**config.mk**
```make
export PLATFORM = sky130hd
export DESIGN_NAME = sort_arbiter
export DESIGN_NICKNAME = d
export VERILOG_FILES = /design/src/rtl/sort_pkg.sv /design/src/rtl/rr_pick.sv /design/src/rtl/sort_arbiter.sv
export SDC_FILE = /design/constraint.sdc
export NUM_CORES = 1
export LEC_CHECK = 0
export BUFFER_PORTS_ARGS = -buffer_cell sky130_fd_sc_hd__buf_2
export CORE_MARGIN = 3
export CORE_UTILIZATION = 46
export CTS_CLUSTER_DIAMETER = 120
export DETAILED_ROUTE_END_ITERATION = 16
export GPL_TIMING_DRIVEN = 0
export PLACE_DENSITY_LB_ADDON = 0.05
export SLEW_MARGIN = 20
export SYNTH_ARGS = -nofsm -noshare
export SYNTH_HDL_FRONTEND = slang
export SYNTH_SLANG_ARGS = --single-unit
```
**constraint.sdc**
```tcl
create_clock -name clk_i -period 4.79 [get_ports clk_i]
set_input_delay 0 -clock clk_i [delete_from_list [all_inputs] [get_ports clk_i]]
set_output_delay 0 -clock clk_i [all_outputs]
set_load 0.1 [all_outputs]
```
**src/rtl/sort_pkg.sv**
```systemverilog
// Shared types for the sort-engine arbiter: FSM state encoding and default data width.
package sort_pkg;

    localparam int unsigned DWIDTH_DEFAULT = 8;

    typedef enum logic [1:0] {
        IDLE_S   = 2'd0,
        FEED_S   = 2'd1,
        RESULT_S = 2'd2
    } arb_state_t;

endpackage

```
**src/rtl/rr_pick.sv**
```systemverilog
// Combinational round-robin picker: first set request bit at or after ptr_i, wrapping modulo N_REQ.
module rr_pick #(
    parameter int unsigned N_REQ = 4,
    parameter int unsigned IDX_W = $clog2(N_REQ)
) (
    input  logic [N_REQ-1:0] req_i,
    input  logic [IDX_W-1:0] ptr_i,
    output logic [IDX_W-1:0] grant_o,
    output logic             any_grant_o
);

    logic [IDX_W-1:0] idx;

    always_comb begin
        grant_o     = '0;
        any_grant_o = 1'b0;
        idx         = '0;
        for (int unsigned i = 0; i < N_REQ; i++) begin
            idx = IDX_W'((32'(ptr_i) + i) % N_REQ);
            if (!any_grant_o && req_i[idx]) begin
                any_grant_o = 1'b1;
                grant_o     = idx;
            end
        end
    end

endmodule

```
**src/rtl/sort_arbiter.sv**
```systemverilog
// Packet-granular round-robin scheduler sharing one sort engine between N_REQ Avalon-ST
// requesters: feeds the granted packet in, then routes the sorted packet back to the same owner.
module sort_arbiter
    import sort_pkg::*;
#(
    parameter int unsigned N_REQ  = 4,
    parameter int unsigned DWIDTH = DWIDTH_DEFAULT,
    localparam int unsigned IDX_W = $clog2(N_REQ)
) (
    input  logic                    clk_i,
    input  logic                    arstn_i,
    input  logic [N_REQ*DWIDTH-1:0] req_data_i,
    input  logic [N_REQ-1:0]        req_startofpacket_i,
    input  logic [N_REQ-1:0]        req_endofpacket_i,
    input  logic [N_REQ-1:0]        req_valid_i,
    output logic [N_REQ-1:0]        req_ready_o,
    output logic [DWIDTH-1:0]       eng_data_o,
    output logic                    eng_startofpacket_o,
    output logic                    eng_endofpacket_o,
    output logic                    eng_valid_o,
    input  logic                    eng_ready_i,
    input  logic [DWIDTH-1:0]       eng_data_i,
    input  logic                    eng_startofpacket_i,
    input  logic                    eng_endofpacket_i,
    input  logic                    eng_valid_i,
    output logic                    eng_ready_o,
    output logic [DWIDTH-1:0]       res_data_o,
    output logic                    res_startofpacket_o,
    output logic                    res_endofpacket_o,
    output logic [N_REQ-1:0]        res_valid_o,
    input  logic [N_REQ-1:0]        res_ready_i,
    output logic [IDX_W-1:0]        owner_o,
    output logic                    busy_o,
    output logic [15:0]             drop_cnt_o
);

    arb_state_t       state_q, state_d;
    logic [IDX_W-1:0] owner_q, owner_d;
    logic [IDX_W-1:0] last_q, last_d;
    logic [15:0]      drop_q, drop_d;

    logic [N_REQ-1:0] eligible;
    logic [N_REQ-1:0] stray;
    logic [IDX_W-1:0] ptr;
    logic [IDX_W-1:0] pick;
    logic             pick_vld;
    logic [DWIDTH-1:0] owner_data;

    always_comb begin
        eligible   = req_valid_i & req_startofpacket_i;
        stray      = req_valid_i & ~req_startofpacket_i;
        ptr        = (last_q == IDX_W'(N_REQ - 1)) ? '0 : last_q + 1'b1;
        owner_data = req_data_i[32'(owner_q) * DWIDTH +: DWIDTH];
    end

    rr_pick #(
        .N_REQ (N_REQ),
        .IDX_W (IDX_W)
    ) u_rr_pick (
        .req_i       (eligible),
        .ptr_i       (ptr),
        .grant_o     (pick),
        .any_grant_o (pick_vld)
    );

    always_comb begin
        state_d             = state_q;
        owner_d             = owner_q;
        last_d              = last_q;
        drop_d              = drop_q;
        req_ready_o         = '0;
        eng_data_o          = '0;
        eng_startofpacket_o = 1'b0;
        eng_endofpacket_o   = 1'b0;
        eng_valid_o         = 1'b0;
        eng_ready_o         = 1'b0;
        res_data_o          = '0;
        res_startofpacket_o = 1'b0;
        res_endofpacket_o   = 1'b0;
        res_valid_o         = '0;

        unique case (state_q)
            IDLE_S: begin
                // Beats without SOP cannot start a packet; swallow them so they do not block.
                req_ready_o = stray;
                if (|stray && drop_q != 16'hFFFF) begin
                    drop_d = drop_q + 16'd1;
                end
                if (pick_vld) begin
                    owner_d = pick;
                    state_d = FEED_S;
                end
            end
            FEED_S: begin
                eng_valid_o          = req_valid_i[owner_q];
                req_ready_o[owner_q] = eng_ready_i;
                if (eng_valid_o) begin
                    eng_data_o          = owner_data;
                    eng_startofpacket_o = req_startofpacket_i[owner_q];
                    eng_endofpacket_o   = req_endofpacket_i[owner_q];
                    if (eng_ready_i && req_endofpacket_i[owner_q]) begin
                        state_d = RESULT_S;
                    end
                end
            end
            RESULT_S: begin
                res_valid_o[owner_q] = eng_valid_i;
                eng_ready_o          = res_ready_i[owner_q];
                if (eng_valid_i) begin
                    res_data_o          = eng_data_i;
                    res_startofpacket_o = eng_startofpacket_i;
                    res_endofpacket_o   = eng_endofpacket_i;
                    if (eng_ready_o && eng_endofpacket_i) begin
                        state_d = IDLE_S;
                        last_d  = owner_q;
                    end
                end
            end
            default: state_d = IDLE_S;
        endcase
    end

    always_ff @(posedge clk_i or negedge arstn_i) begin
        if (!arstn_i) begin
            state_q <= IDLE_S;
            owner_q <= '0;
            last_q  <= IDX_W'(N_REQ - 1);
            drop_q  <= '0;
        end else begin
            state_q <= state_d;
            owner_q <= owner_d;
            last_q  <= last_d;
            drop_q  <= drop_d;
        end
    end

    assign owner_o    = owner_q;
    assign busy_o     = (state_q != IDLE_S);
    assign drop_cnt_o = drop_q;

endmodule

```
==> qor_table.md <==
| Group | Parameter | Value |
|:---|:---|:---|
| status | Result of the run | complete, no violations |
| clocking | Clock tree from TritonCTS | yes |
| grt | Initial antenna violation count | 0 |
| synth | Per-instance average area after synthesis | 9.95 sq um |
| cells and area | Net count of the finished layout | 356 |
| cells and area | Fraction of final layout cells with drive strength greater than 1 | 49.5% |
| sta | Slew at the pin closest to its max-slew limit | 0.501 ns |
| clocking | Count of cells resized by post-cts repair | 0 |
| setup path | Worst-path maximum fanout | 10 |
| synth | Top cells by instance count after synthesis | and3_1, dfrtp_1, nand2_1 |
| floorplan | Num ports | 111 |
| placed design | Post-detailed-placement cell area | 2360 sq um |
| clocking | Quantity of hold-fixing buffers added after cts | 1 |
| sta | Setup_tns | 0 ns |
| placed design | Gpl congestion | 0.865 |
| setup path | End of the worst register-to-register path | drop_cnt_o[5]$_DFFE_PN0P_ |
| synth | Synth warnings | 0 |
| synth | Cell with the most instances after synthesis | and3_1 |
| setup path | Flop-to-flop setup slack | 2.69 ns |
| synth | Async set-reset flop share out of synthesis | 100% |
| run | Max-cap violations | 0 |
| floorplan | Starting density of the core | 50.1% |
| grt | Global-route wire length before repair | 7890 um |
| hold path | End point of the worst hold path | state_q[1]$_DFFE_PN0P_ |
| drt | Routed via count | 1,856 |
| synth | Register area share after synthesis | 31.6% |
| clocking | Number of buffers inserted during clock tree synthesis | 3 |
| clocking | Clock Sink Count | 22 |
| drt | ANT nets after route | 0 |
| setup path | Crit-path max cell delay | 0.42 ns |
| grt | Vias in the first global route | 1,683 |
| hold path | Hold Path Cell Cnt | 3 |
| synth | Largest cells by area after synthesis | dfrtp_1, mux4_2, and3_1, xor2_1, nand2_1 |
| sta | Number of setup violations in the final report | 0 |
| clocking | Clock Latency Late Sink | 0.26 ns |
| synth | Net Count, Synth | 240 |
| setup path | Worst EP arrival | 2.16 ns |
| drt | Final Routed Wirelength | 5110 um |
| drt | TritonRoute pass-1 iters | 5 |
| floorplan | Chip Width | 67.7 um |
| sta | RSZ-0062 raised after global routing | false |
| sta | Hold violation total from the final report | 0 |
| synth | Synth area leader | dfrtp_1 |
| setup path | Worst-case reg-to-reg path depth | 6 |
| cells and area | Fin area | 2440 sq um |
| clocking | Total setup buffers inserted after CTS | 0 |
| drt | Vias per cell | 5.51 |
| cells and area | Synthesis-to-finish area growth | 39.4% |
| drt | DRC violations left | 0 |
| setup path | Critical-path cell with the highest stage delay | buf_2 |
| sta | Ratio of final minimum period to clock period | 45.2% |
| floorplan | Die ar. | 4580 sq um |
| clocking | Buffers from clock root to sink, at most | 2 |
| synth | Number of enable flip-flop cells after synthesis | 0 |
| drt | DRC violation total after the first TritonRoute iteration | 80 |
| placed design | Buffers added on ports | 110 |
| floorplan | Cell Rows | 21 |
| clocking | Clk pin slew, worst setup/hold paths | 0.08 ns |
| grt | Total grt overflow | 0 |
| grt | Maximum number of pins on one net before global-route repair | 23 |
| cells and area | Total inserted antenna cells | 0 |
| setup path | Nature of the critical path startpoint | flip-flop |
| setup path | Kind of end point of the critical path | output pin |
| synth | Synthesized instance count | 176 |
| drt | WL/cell | 15.2 um |
| hold path | Worst hold path type | primary input to flip-flop |
| synth | Post-synth design cell area | 1750 sq um |
| clocking | Clk Tree Root Cell | clkbuf_8 |
| clocking | Count of H-tree levels built during CTS | 1 |
| setup path | Origin of the critical flop-to-flop path | drop_cnt_o[0]$_DFFE_PN0P_ |
| setup path | Worst Setup Path Type | flip-flop to output pin |
| floorplan | Core area | 3490 sq um |
| sta | Hold WS | 0.0188 ns |
| synth | Unique cell type count in the Yosys netlist | 41 |
| setup path | Cell-by-cell trace of the critical path | buf_4 > mux4_2 > clkbuf_1 > and3_1 > buf_2 |
| grt | Total GRT Usage | 22.3% |
| placed design | Half-perimeter wire length after placement | 4170 um |
| sta | Headroom to the max-slew limit | 66.6% |
| setup path | Required time of the critical path | 4.79 ns |
| sta | Minimum clock period after layout | 2.16 ns |
| synth | Prevailing post-synth register cell | dfrtp_1 |
| synth | Area fraction of the dominant cell type after synthesis | 28.6% |
| synth | Number of register bits inferred by synthesis | 22 |
| sta | Number of max-slew violations in the final report | 0 |
| floorplan | Die boundary height | 67.7 um |
| sta | Largest clock skew in the final design | 0.00356 ns |
| hold path | Source of the worst hold timing path | eng_ready_i |
| sta | Highest clock frequency the design can meet | 462 MHz |
## flip-flops by register name, summed over array words and instances, names as in the netlist
signal	count
state_q	2
last_q	2
drop_cnt_o	16
owner_o	2
## worst max-delay path by stage
stage,slack (ns),startpoint,end,depth (start not counted)
6_report,2.63,owner_o[0]$_DFFE_PN0P_,eng_data_o[1],5
2_1_floorplan,1.17,owner_o[0]$_DFFE_PN0P_,req_ready_o[0],3
3_3_place_gp,2.73,drop_cnt_o[0]$_DFFE_PN0P_,drop_cnt_o[5]$_DFFE_PN0P_,6
5_1_grt,2.52,owner_o[0]$_DFFE_PN0P_,eng_data_o[1],5
3_5_place_dp,2.76,drop_cnt_o[0]$_DFFE_PN0P_,drop_cnt_o[5]$_DFFE_PN0P_,6
4_1_cts,2.62,owner_o[0]$_DFFE_PN0P_,eng_data_o[1],5
## kinds of logic after synthesis
group                    count (synthesis)  share of synthesized area (%)
XOR/XNOR                                12                           6.00
AND/OR/NAND/NOR                         91                           29.9
buffers and inverters                   14                           4.29
flip-flops                              22                           31.6
multiplexers                            17                           18.7
adder cells (fa/ha/maj)                  2                           1.43
AO/OA/AOI/OAI                           18                           8.15
## area by class of cell
cell class	instances	area, sq um
plain buffers	11	63.8
clock buffers	3	41.3
clock inverters	1	30.0
fillers	297	1050
inverters	3	11.3
multi-input cells	140	1120
flip-flops and latches	22	553
well taps	46	57.6
repair buffers	111	561
## routing by layer
| layer | GRT usage (%) | routed length, um | vias to the layer above |
|---|---|---|---|
| li1 | - | - | 898 |
| met1 | 29.5 | 2190 | 874 |
| met2 | 39.5 | 2460 | 82 |
| met3 | 3.83 | 450 | 2 |
| met4 | 1.52 | 10 | 0 |
| met5 | 0 | 0 | - |
## per-stage QoR
stage / instances / setup slack [ns] / utilization (%)
finish: 337 / 2.63 / 69.8
global route: 337 / 2.52 / 69.8
CTS: 337 / 2.62 / 69.8
detailed placement: 332 / 2.76 / 67.5
global placement: 332 / 2.73 / 67.5
floorplan: 176 / 1.17 / -
## cells in the final DEF, fill, tap and decap left out, types with 2 or more instances in the layout
cell type	instances
and3_1	22
clkbuf_1	4
and2_1	3
inv_1	3
mux4_2	12
a21oi_1	2
xor2_1	11
nor2_1	7
clkbuf_8	3
buf_2	113
nor4_1	5
o31ai_1	3
and4_1	2
nand3_1	7
nand4_1	6
buf_6	2
nand2_1	19
dfstp_2	2
o22ai_1	3
nand2b_1	7
ha_1	2
nor3_1	6
o21ai_0	2
nor4_2	2
dfrtp_1	20
mux2_2	5
## worst max-delay path, delay by kind of cell (launching register included)
| kind | cells | cell delay, ns |
|---|---|---|
| buffers and inverters | 3 | 0.91 |
| DFF | 1 | 0.38 |
| muxes | 1 | 0.39 |
| and+or+nand+nor | 1 | 0.21 |
Power is not shown: default switching activity piles up to over one toggle a cycle in this logic, so the estimate is an artifact.
